$ cat config.mk
export PLATFORM = sky130hd
export DESIGN_NAME = wb_intercon_n
export DESIGN_NICKNAME = d
export VERILOG_FILES = /design/src/rtl/wb_intercon_n.sv
export SDC_FILE = /design/constraint.sdc
export NUM_CORES = 1
export LEC_CHECK = 0
export BUFFER_PORTS_ARGS = -buffer_cell sky130_fd_sc_hd__buf_2
export CAP_MARGIN = 30
export CORE_AREA = 4 4 117 119
export CTS_BUF_LIST = sky130_fd_sc_hd__clkbuf_2 sky130_fd_sc_hd__clkbuf_4 sky130_fd_sc_hd__clkbuf_8
export DETAILED_ROUTE_END_ITERATION = 8
export DIE_AREA = 0 0 121 123
export PLACE_DENSITY = 0.73
export SETUP_SLACK_MARGIN = 0.5
export SLEW_MARGIN = 20
export SYNTH_ARGS = -nofsm -noshare
export SYNTH_HDL_FRONTEND = slang
export SYNTH_SLANG_ARGS = --single-unit
$ cat constraint.sdc
create_clock -name clk -period 2.32 [get_ports clk]
set_clock_uncertainty 0.1 [all_clocks]
set_input_delay 0.464 -clock clk [delete_from_list [all_inputs] [get_ports clk]]
set_output_delay 0.464 -clock clk [all_outputs]
set_load 0.005 [all_outputs]
$ cat src/rtl/wb_intercon_n.sv
// wb_intercon_n: registered single-master Wishbone interconnect with address decode, bus error and ACK timeout
module wb_intercon_n #(
  parameter int NUM_SLAVES = 4,
  parameter int DATA_WIDTH = 32,
  parameter int ADDR_WIDTH = 32,
  parameter int SEL_BITS   = 4,
  parameter int SEL_LSB    = 28,
  parameter int TIMEOUT    = 255
) (
  input  logic                             clk,
  input  logic                             reset,
  input  logic                             master_STB,
  input  logic                             master_WE,
  input  logic [ADDR_WIDTH-1:0]            master_ADDR,
  input  logic [DATA_WIDTH-1:0]            master_DAT_I,
  output logic [DATA_WIDTH-1:0]            master_DAT_O,
  output logic                             master_ACK,
  output logic                             master_ERR,
  output logic                             busy,
  output logic [NUM_SLAVES-1:0]            slave_STB,
  output logic [NUM_SLAVES-1:0]            slave_WE,
  output logic [ADDR_WIDTH-1:0]            slave_ADDR,
  output logic [DATA_WIDTH-1:0]            slave_DAT_O,
  input  logic [NUM_SLAVES*DATA_WIDTH-1:0] slave_DAT_I,
  input  logic [NUM_SLAVES-1:0]            slave_ACK
);
  typedef enum logic [1:0] {IDLE, BUSY, RESP} state_t;
  localparam int CW = TIMEOUT > 0 ? $clog2(TIMEOUT + 1) : 1;
  state_t                r_state, w_state;
  logic [CW-1:0]         r_cnt, w_cnt;
  logic [NUM_SLAVES-1:0] r_stb, w_stb, r_we, w_we;
  logic [ADDR_WIDTH-1:0] r_addr, w_addr;
  logic [DATA_WIDTH-1:0] r_wdat, w_wdat, r_rdat, w_rdat, w_sdat;
  logic                  r_ack, w_ack, r_err, w_err;
  logic [SEL_BITS-1:0]   w_idx;
  logic                  w_hit, w_sack, w_tmo;
  assign w_idx  = master_ADDR[SEL_LSB +: SEL_BITS];
  assign w_hit  = {1'b0, w_idx} < (SEL_BITS + 1)'(NUM_SLAVES);
  assign w_sack = |(slave_ACK & r_stb);
  assign w_tmo  = TIMEOUT != 0 && r_cnt == CW'(TIMEOUT - 1);
  // read data of the currently strobed slave (the strobe is one-hot)
  always_comb begin
    w_sdat = '0;
    for (int i = 0; i < NUM_SLAVES; i++)
      w_sdat = w_sdat | (r_stb[i] ? slave_DAT_I[i*DATA_WIDTH +: DATA_WIDTH] : '0);
  end
  // next-state and next-output logic; ACK beats timeout, timeout beats abort
  always_comb begin
    w_state = r_state;
    w_cnt   = r_cnt;
    w_stb   = r_stb;
    w_we    = r_we;
    w_addr  = r_addr;
    w_wdat  = r_wdat;
    w_rdat  = r_rdat;
    w_ack   = 1'b0;
    w_err   = 1'b0;
    case (r_state)
      IDLE: if (master_STB) begin
        w_addr  = master_ADDR;
        w_wdat  = master_DAT_I;
        w_cnt   = '0;
        w_stb   = w_hit ? NUM_SLAVES'(1) << w_idx : '0;
        w_we    = master_WE ? w_stb : '0;
        w_err   = !w_hit;
        w_state = w_hit ? BUSY : RESP;
      end
      BUSY: if (w_sack) begin
        w_stb   = '0;
        w_we    = '0;
        w_ack   = 1'b1;
        w_rdat  = |r_we ? r_rdat : w_sdat;
        w_state = RESP;
      end else if (w_tmo) begin
        w_stb   = '0;
        w_we    = '0;
        w_err   = 1'b1;
        w_state = RESP;
      end else if (!master_STB) begin
        w_stb   = '0;
        w_we    = '0;
        w_state = IDLE;
      end else begin
        w_cnt = r_cnt == CW'(TIMEOUT) ? r_cnt : r_cnt + 1'b1;
      end
      default: w_state = IDLE;
    endcase
  end
  // state and output registers
  always_ff @(posedge clk) begin
    if (reset) begin
      r_state <= IDLE;
      r_cnt   <= '0;
      r_stb   <= '0;
      r_we    <= '0;
      r_addr  <= '0;
      r_wdat  <= '0;
      r_rdat  <= '0;
      r_ack   <= 1'b0;
      r_err   <= 1'b0;
    end else begin
      r_state <= w_state;
      r_cnt   <= w_cnt;
      r_stb   <= w_stb;
      r_we    <= w_we;
      r_addr  <= w_addr;
      r_wdat  <= w_wdat;
      r_rdat  <= w_rdat;
      r_ack   <= w_ack;
      r_err   <= w_err;
    end
  end
  assign master_DAT_O = r_rdat;
  assign master_ACK   = r_ack;
  assign master_ERR   = r_err;
  assign busy         = r_state == BUSY;
  assign slave_STB    = r_stb;
  assign slave_WE     = r_we;
  assign slave_ADDR   = r_addr;
  assign slave_DAT_O  = r_wdat;
endmodule

==> results of run 1 <==
## flip-flops by register name, indices dropped and copies added, names as in the netlist, 2 cells and up
register,flops
r_state,2
master_DAT_O,32
slave_ADDR,32
slave_DAT_O,32
r_cnt,8
slave_WE,4
slave_STB,4
## layer usage
| metal | up-vias | GRT usage (%) | share of wire [%] |
|---|---|---|---|
| met4 | 0 | 6.87 | 2.2 |
| li1 | 2722 | - | - |
| met2 | 243 | 35.6 | 49 |
| met1 | 2542 | 25.4 | 39 |
| met5 | - | 0 | 0 |
| met3 | 27 | 8.60 | 10 |
## power groups by stage
stage          combinational, mW  sequential, mW  clock, mW
2_1_floorplan              0.228            2.16          0
3_3_place_gp               0.560            2.15          0
3_5_place_dp               0.564            2.15          0
4_1_cts                    0.571            2.11       2.18
5_1_grt                    0.648            2.12       2.27
6_report                   0.585            2.11       2.13
## critical path, delay by kind of cell (launching register included)
| kind | cells | cell delay, ns |
|---|---|---|
| AND/OR/NAND/NOR | 2 | 0.77 |
| AO/OA/AOI/OAI | 1 | 0.06 |
| buffers and inverters | 3 | 0.45 |
| flip-flops | 1 | 0.32 |
## stage by stage
step / hold WS [ns] / utilization, % / power (mW) / setup slack, ns / std cells
after floorplan: 0.353 / - / 2.39 / 0.406 / 584
after global placement: 0.339 / 52.4 / 2.71 / 0.260 / 1025
after detailed placement: 0.343 / 52.4 / 2.72 / 0.204 / 1025
after CTS: 0.140 / 56.8 / 4.86 / 0.435 / 1060
after global routing: 0.138 / 60.1 / 5.04 / 0.428 / 1075
final: 0.174 / 60.1 / 4.82 / 0.475 / 1075
## path summary, 6_finish.rpt
path / from / end / slack [ns] / depth (start not counted)
setup / recovery: slave_WE[0]$_SDFFE_PP0P_ / master_DAT_O[27]$_SDFFE_PP0P_ / 0.47 / 6
setup reg to reg: slave_WE[0]$_SDFFE_PP0P_ / master_DAT_O[27]$_SDFFE_PP0P_ / 0.47 / 6
hold / removal: master_ADDR[21] / slave_ADDR[21]$_SDFFE_PP0P_ / 0.17 / 3
hold reg to reg: slave_DAT_O[31]$_SDFFE_PP0P_ / slave_DAT_O[31]$_SDFFE_PP0P_ / 0.35 / 2
## kinds of logic after synthesis
| group | count (synthesis) | share of synthesized area [%] |
|---|---|---|
| AND/OR/NAND/NOR | 219 | 19.2 |
| AO/OA/AOI/OAI | 189 | 27.9 |
| flip-flops | 116 | 47.7 |
| buffers and inverters | 57 | 4.47 |
| adder cells (fa/ha/maj) | 2 | 0.514 |
| multiplexers | 1 | 0.206 |
## final cells by class
cell class | instances | area (sq um) | share of cell area [%]
Sequential cell | 116 | 2340 | 31.0
Clock inverter | 14 | 210 | 2.78
Inverter | 8 | 30.0 | 0.397
Antenna cell | 1 | 2.50 | 0.0331
Clock buffer | 18 | 241 | 3.20
Multi-Input combinational cell | 411 | 2550 | 33.8
Timing Repair Buffer | 335 | 1960 | 26.0
Tap cell | 172 | 215 | 2.85
## cells in the mapped netlist (all sizes together)
cell and count:
a211oi 32, a21boi 1, a21o 2, a21oi 69, a221oi 33, a22o 33
a311o 2, a311oi 1, a31oi 1, a32oi 1, and2 1, and3 1
and3b 3, buf 11, clkbuf 38, dfxtp 116, ha 2, inv 8
mux2i 1, nand2 135, nand2b 5, nand3 5, nand4 3, nor2 44
nor2b 1, nor3 9, nor4 1, o211a 1, o21a 1, o21ai 4
o22ai 1, o2bb2ai 2, o311a 1, o32ai 4, or2 3, or3 5
or4 3
## what timing repair did
item,CTS,global route
resized for setup,20,55
cloned,1,6
pin swaps,3,21
setup buffers,2,8
setup endpoints to repair,49,52
==> flow_metrics.py, run 1 <==
metrics = {
    "cts": {
        "root_buffer": "clkbuf_8",
        "clock_latency_ns": 0.42,
        "cts_buffers": 17,
        "cts_tree": "yes",
        "clk_pin_slew_ns": 0.07,
        "cts_hold_buf": 0,
        "cts_buffer_depth": 2,
        "h-tree-depth": 4,
        "cts_sinks": 116,
    },
    "sta": {
        "rsz0062_at_grt": "yes",
        "hold_viol": 0,
        "post-route-min-period_ns": 1.85,
        "post-route-period-util_pct": 79.5,
        "slew_headroom_pct": 70.5,
        "fin_setup_tns_ns": 0,
        "maxClockFrequency_mhz": 542,
        "setup_viol": 0,
        "worstMarginPinSlew_ns": 0.443,
        "maxSlewViolCount": 0,
    },
    "grt": {
        "grt_pass1_wl_mm": 25.3,
        "antenna_found_initial": 1,
        "grt_usage_pct": 21.4,
        "gr-total-overflow": 0,
        "grt_pass1_vias": 4983,
        "grt_max_degree": 72,
    },
    "worst_setup_path": {
        "worst_path_largest_cell_delay_ns": 0.56,
        "cpMaxStageDelayCell": "or4_4",
        "endpoint_kind": "flop",
        "required_ns": 2.51,
        "cp-start-kind": "flop",
        "worstPathCellList": "or4_4 -> nor3_4 -> buf_6 -> buf_8 -> clkbuf_16 -> a211oi_2",
        "critical_path_class": "flop to flop",
        "crit_path_max_fanout": 8,
        "crit_arrival_ns": 2.03,
    },
    "power": {
        "p_leak_nw": 3.41,
        "p_comb_share_pct": 12.1,
        "seqPwrFrac_pct": 43.7,
        "clkPwrFrac_pct": 44.1,
        "ir_worst_vdd_mv": 0.483,
        "power_density_nw_per_um2": 639,
        "p_sw_share_pct": 24.6,
        "internal-power_mw": 3.64,
        "p_switching_mw": 1.19,
    },
    "synthesis": {
        "ys_warn_count": 0,
        "synth_area_per_cell_sq_um": 8.33,
        "synth_top_area_share_pct": 47.7,
        "syn_nets": 786,
        "synth_area_leaders": "dfxtp_1 (48%), nand2_1 (10%), a21oi_1 (7.0%)",
        "synth-seq-area-share_pct": 47.7,
        "synth_area_sq_um": 4870,
        "ys_ff_latch": 116,
        "synthCells": 584,
        "synth_top_area_cell": "dfxtp_1",
        "synth_cell_types": 43,
    },
    "place": {
        "gp_congestion": 0.849,
        "placedInstanceArea_sq_um": 6580,
        "io_buffers": 306,
        "dp_hpwl_mm": 12.4,
    },
    "final_layout": {
        "design_area_sq_um": 7550,
        "nets": 1091,
        "num-fill-cells": 1151,
        "final_common_cell": "buf_2",
        "drive_gt1_share_pct": 47.7,
        "syn_to_final_growth_pct": 55.2,
        "final_cell_mix": "buf_2 (305), nand2_1 (134), dfxtp_1 (104)",
    },
    "die": {
        "core.rowCount": 41,
        "io_pins": 307,
        "fp.dieArea_sq_um": 14900,
        "initial_core_util_pct": 38.7,
        "core-area_sq_um": 12600,
        "fp.dieW_microns": 121,
        "die_h_microns": 123,
    },
    "status": {
        "status": "completed",
    },
    "worst_hold_path": {
        "hold_path_class": "input pin to flop",
    },
    "drt": {
        "drc": 0,
        "first_pass_iters": 4,
        "drt-total-wl_mm": 18.2,
        "avgViaCountPerCell": 5.15,
        "vias": 5534,
        "drtIter0Drc": 377,
        "antenna_left": 0,
        "post_drt_wl_per_cell_microns": 16.9,
    },
    "flow_run": {
        "maxCapViolations": 0,
    },
}
Note: power is estimated with default switching activity, not from simulation.
==> run 2: changes to the inputs <==
--- a/config.mk
+++ b/config.mk
@@ -7,11 +7,11 @@
 export LEC_CHECK = 0
 export BUFFER_PORTS_ARGS = -buffer_cell sky130_fd_sc_hd__buf_2
 export CAP_MARGIN = 30
-export CORE_AREA = 4 4 117 119
+export CORE_MARGIN = 4
+export CORE_UTILIZATION = 40
 export CTS_BUF_LIST = sky130_fd_sc_hd__clkbuf_2 sky130_fd_sc_hd__clkbuf_4 sky130_fd_sc_hd__clkbuf_8
 export DETAILED_ROUTE_END_ITERATION = 8
-export DIE_AREA = 0 0 121 123
-export PLACE_DENSITY = 0.73
+export PLACE_DENSITY = 0.79
 export SETUP_SLACK_MARGIN = 0.5
 export SLEW_MARGIN = 20
 export SYNTH_ARGS = -nofsm -noshare
==> constraint.sdc (replaced) <==
create_clock -name clk -period 1.67 [get_ports clk]
set_clock_uncertainty 0.1 [all_clocks]
set_input_delay 0.334 -clock clk [delete_from_list [all_inputs] [get_ports clk]]
set_output_delay 0.334 -clock clk [all_outputs]
set_load 0.005 [all_outputs]
==> flow_metrics.py, run 2 (synthesis results as in run 1) <==
metrics = {
    "cts": {
        "cts_tree": "yes",
        "root_buffer": "clkbuf_8",
        "clk_pin_slew_ns": 0.08,
        "cts_buffer_depth": 2,
        "cts_sinks": 116,
        "clock_latency_ns": 0.45,
        "h-tree-depth": 4,
        "cts_buffers": 17,
    },
    "final_layout": {
        "seq_area_sq_um": 2500,
        "multiInputGateArea_sq_um": 3620,
        "num-fill-cells": 341,
        "final_cell_mix": "buf_2 (234), buf_4 (107), buf_6 (89)",
        "syn_to_final_growth_pct": 130,
        "fin_cells": 1229,
        "nets": 1260,
        "drive_gt1_share_pct": 81.0,
        "design_area_sq_um": 11200,
        "final_common_cell": "buf_2",
        "fin_util_pct": 93.4,
    },
    "sta": {
        "rsz0062_at_grt": "yes",
        "post-route-period-util_pct": 116,
        "hold_viol": 0,
        "fin_ws_ns": -0.275,
        "post-route-min-period_ns": 1.94,
        "setup_viol": 53,
        "slew_headroom_pct": 61.7,
        "maxSlewViolCount": 0,
        "maxClockFrequency_mhz": 514,
        "worstMarginPinSlew_ns": 0.575,
    },
    "power": {
        "ir_worst_vdd_mv": 0.725,
        "power_density_nw_per_um2": 687,
        "p_leak_nw": 5.17,
        "power.total_mw": 7.68,
    },
    "die": {
        "fp.dieArea_sq_um": 14000,
        "io_pins": 307,
        "core-area_sq_um": 12000,
        "die_h_microns": 118,
        "initial_core_util_pct": 40.7,
        "core.rowCount": 40,
        "fp.dieW_microns": 118,
    },
    "worst_hold_path": {
        "hold_path_class": "input pin to flop",
        "holdPathStages": 3,
    },
    "worst_setup_path": {
        "endpoint_kind": "flop",
        "crit_arrival_ns": 2.16,
        "worstPathCellList": "a22o_1 -> a221oi_4 -> buf_12 -> buf_12 -> nor3_4 -> buf_12 -> buf_12 -> nor2_1 -> a211oi_2",
        "required_ns": 1.89,
        "rr_worst_depth": 9,
        "cpMaxStageDelayCell": "dfxtp_2",
        "worst_path_largest_cell_delay_ns": 0.33,
        "cp-start-kind": "flop",
        "crit_path_max_fanout": 8,
        "cp_common_cell": "buf_12",
        "critical_path_class": "flop to flop",
    },
    "drt": {
        "post_drt_wl_per_cell_microns": 30.2,
        "vias": 8149,
        "drtIter0Drc": 1194,
        "antenna_left": 0,
        "drc": 0,
        "avgViaCountPerCell": 6.63,
        "drt-total-wl_mm": 37.1,
        "first_pass_iters": 9,
    },
    "place": {
        "dp_slack_ns": -0.187,
        "dp_hpwl_mm": 13.2,
        "gp_congestion": 0.902,
        "place.detailed.instances": 1034,
        "placedInstanceArea_sq_um": 6910,
        "io_buffers": 306,
    },
    "status": {
        "status": "finished, violations left",
        "failed_checks": "setup timing",
    },
    "grt": {
        "antenna_found_initial": 10,
        "grt_max_degree": 68,
        "gr-total-overflow": 0,
        "grt_pass1_vias": 6629,
        "grt_usage_pct": 31.9,
        "grt_pass1_wl_mm": 35.3,
    },
    "flow_run": {
        "maxCapViolations": 0,
    },
}
## run 2: cell types whose count changed in the layout (fill, tap and decap cells not counted), sizes merged
| cell | change |
|---|---|
| buf | +142 |
| dlygate4sd3 | +16 |
| clkbuf | +10 |
| diode | +10 |
| bufinv | -4 |
| bufbuf | +3 |
| or2 | +2 |
| clkinv | -1 |
| nand2b | +1 |
## run 2: metrics by stage
stage | TNS, ns | hold slack, ns
after global placement | -3.20 | 0.343
after detailed placement | -4.60 | 0.348
final | -10.01 | 0.0179
after global routing | -11.57 | 0.00472
after CTS | -1.47 | 0.000397
after floorplan | -5.88 | 0.338
## run 2: per-layer routing
metal	up-vias	wire (microns)	global-route usage, %	share of wire (%)
li1	3081	-	-	-
met1	3793	11400	35.8	31
met2	870	16800	54.6	45
met3	401	4140	9.38	11
met4	4	4660	16.5	13
met5	-	25	0	0.067
## run 2: area by class of cell
cell class	count	area share (%)
Antenna cell	11	0.246
Inverter	8	0.291
Sequential cell	116	22.4
Clock buffer	23	2.72
Clock inverter	9	0.694
Multi-Input combinational cell	414	32.4
Tap cell	147	1.65
Timing Repair Buffer	501	39.6
## run 2: critical path: cells and delay by family (launching register included)
kind	cells	cell delay (ns)
AOI/OAI and AO/OA	3	0.54
buffers and inverters	4	0.56
DFF	1	0.33
and+or+nand+nor	2	0.26
## run 2: worst paths after layout
kind                                     from                             to  slack [ns]
setup reg to reg    slave_STB[0]$_SDFFE_PP0P_  master_DAT_O[25]$_SDFFE_PP0P_       -0.27
setup / recovery    slave_STB[0]$_SDFFE_PP0P_  master_DAT_O[25]$_SDFFE_PP0P_       -0.27
hold / removal                 master_ADDR[3]     slave_ADDR[3]$_SDFFE_PP0P_        0.02
hold reg to reg   slave_ADDR[15]$_SDFFE_PP0P_    slave_ADDR[15]$_SDFFE_PP0P_        0.37
## run 2: power breakdown
group | internal [mW] | leakage [nW] | switching (mW) | total [mW]
Sequential | 2.88 | 0.998 | 0.110 | 2.99
Combinational | 1.05 | 3.98 | 0.982 | 2.04
Clock | 1.35 | 0.194 | 1.30 | 2.65
## run 2: what timing repair did
action / in CTS / in global routing
endpoints found under the setup margin: 223 / 223
buffers inserted: 45 / 61
endpoints found under the hold margin: 16 / 0
gates resized for setup: 250 / 317
hold buffers: 16 / 0
cloned: 21 / 9
pin swaps: 22 / 119
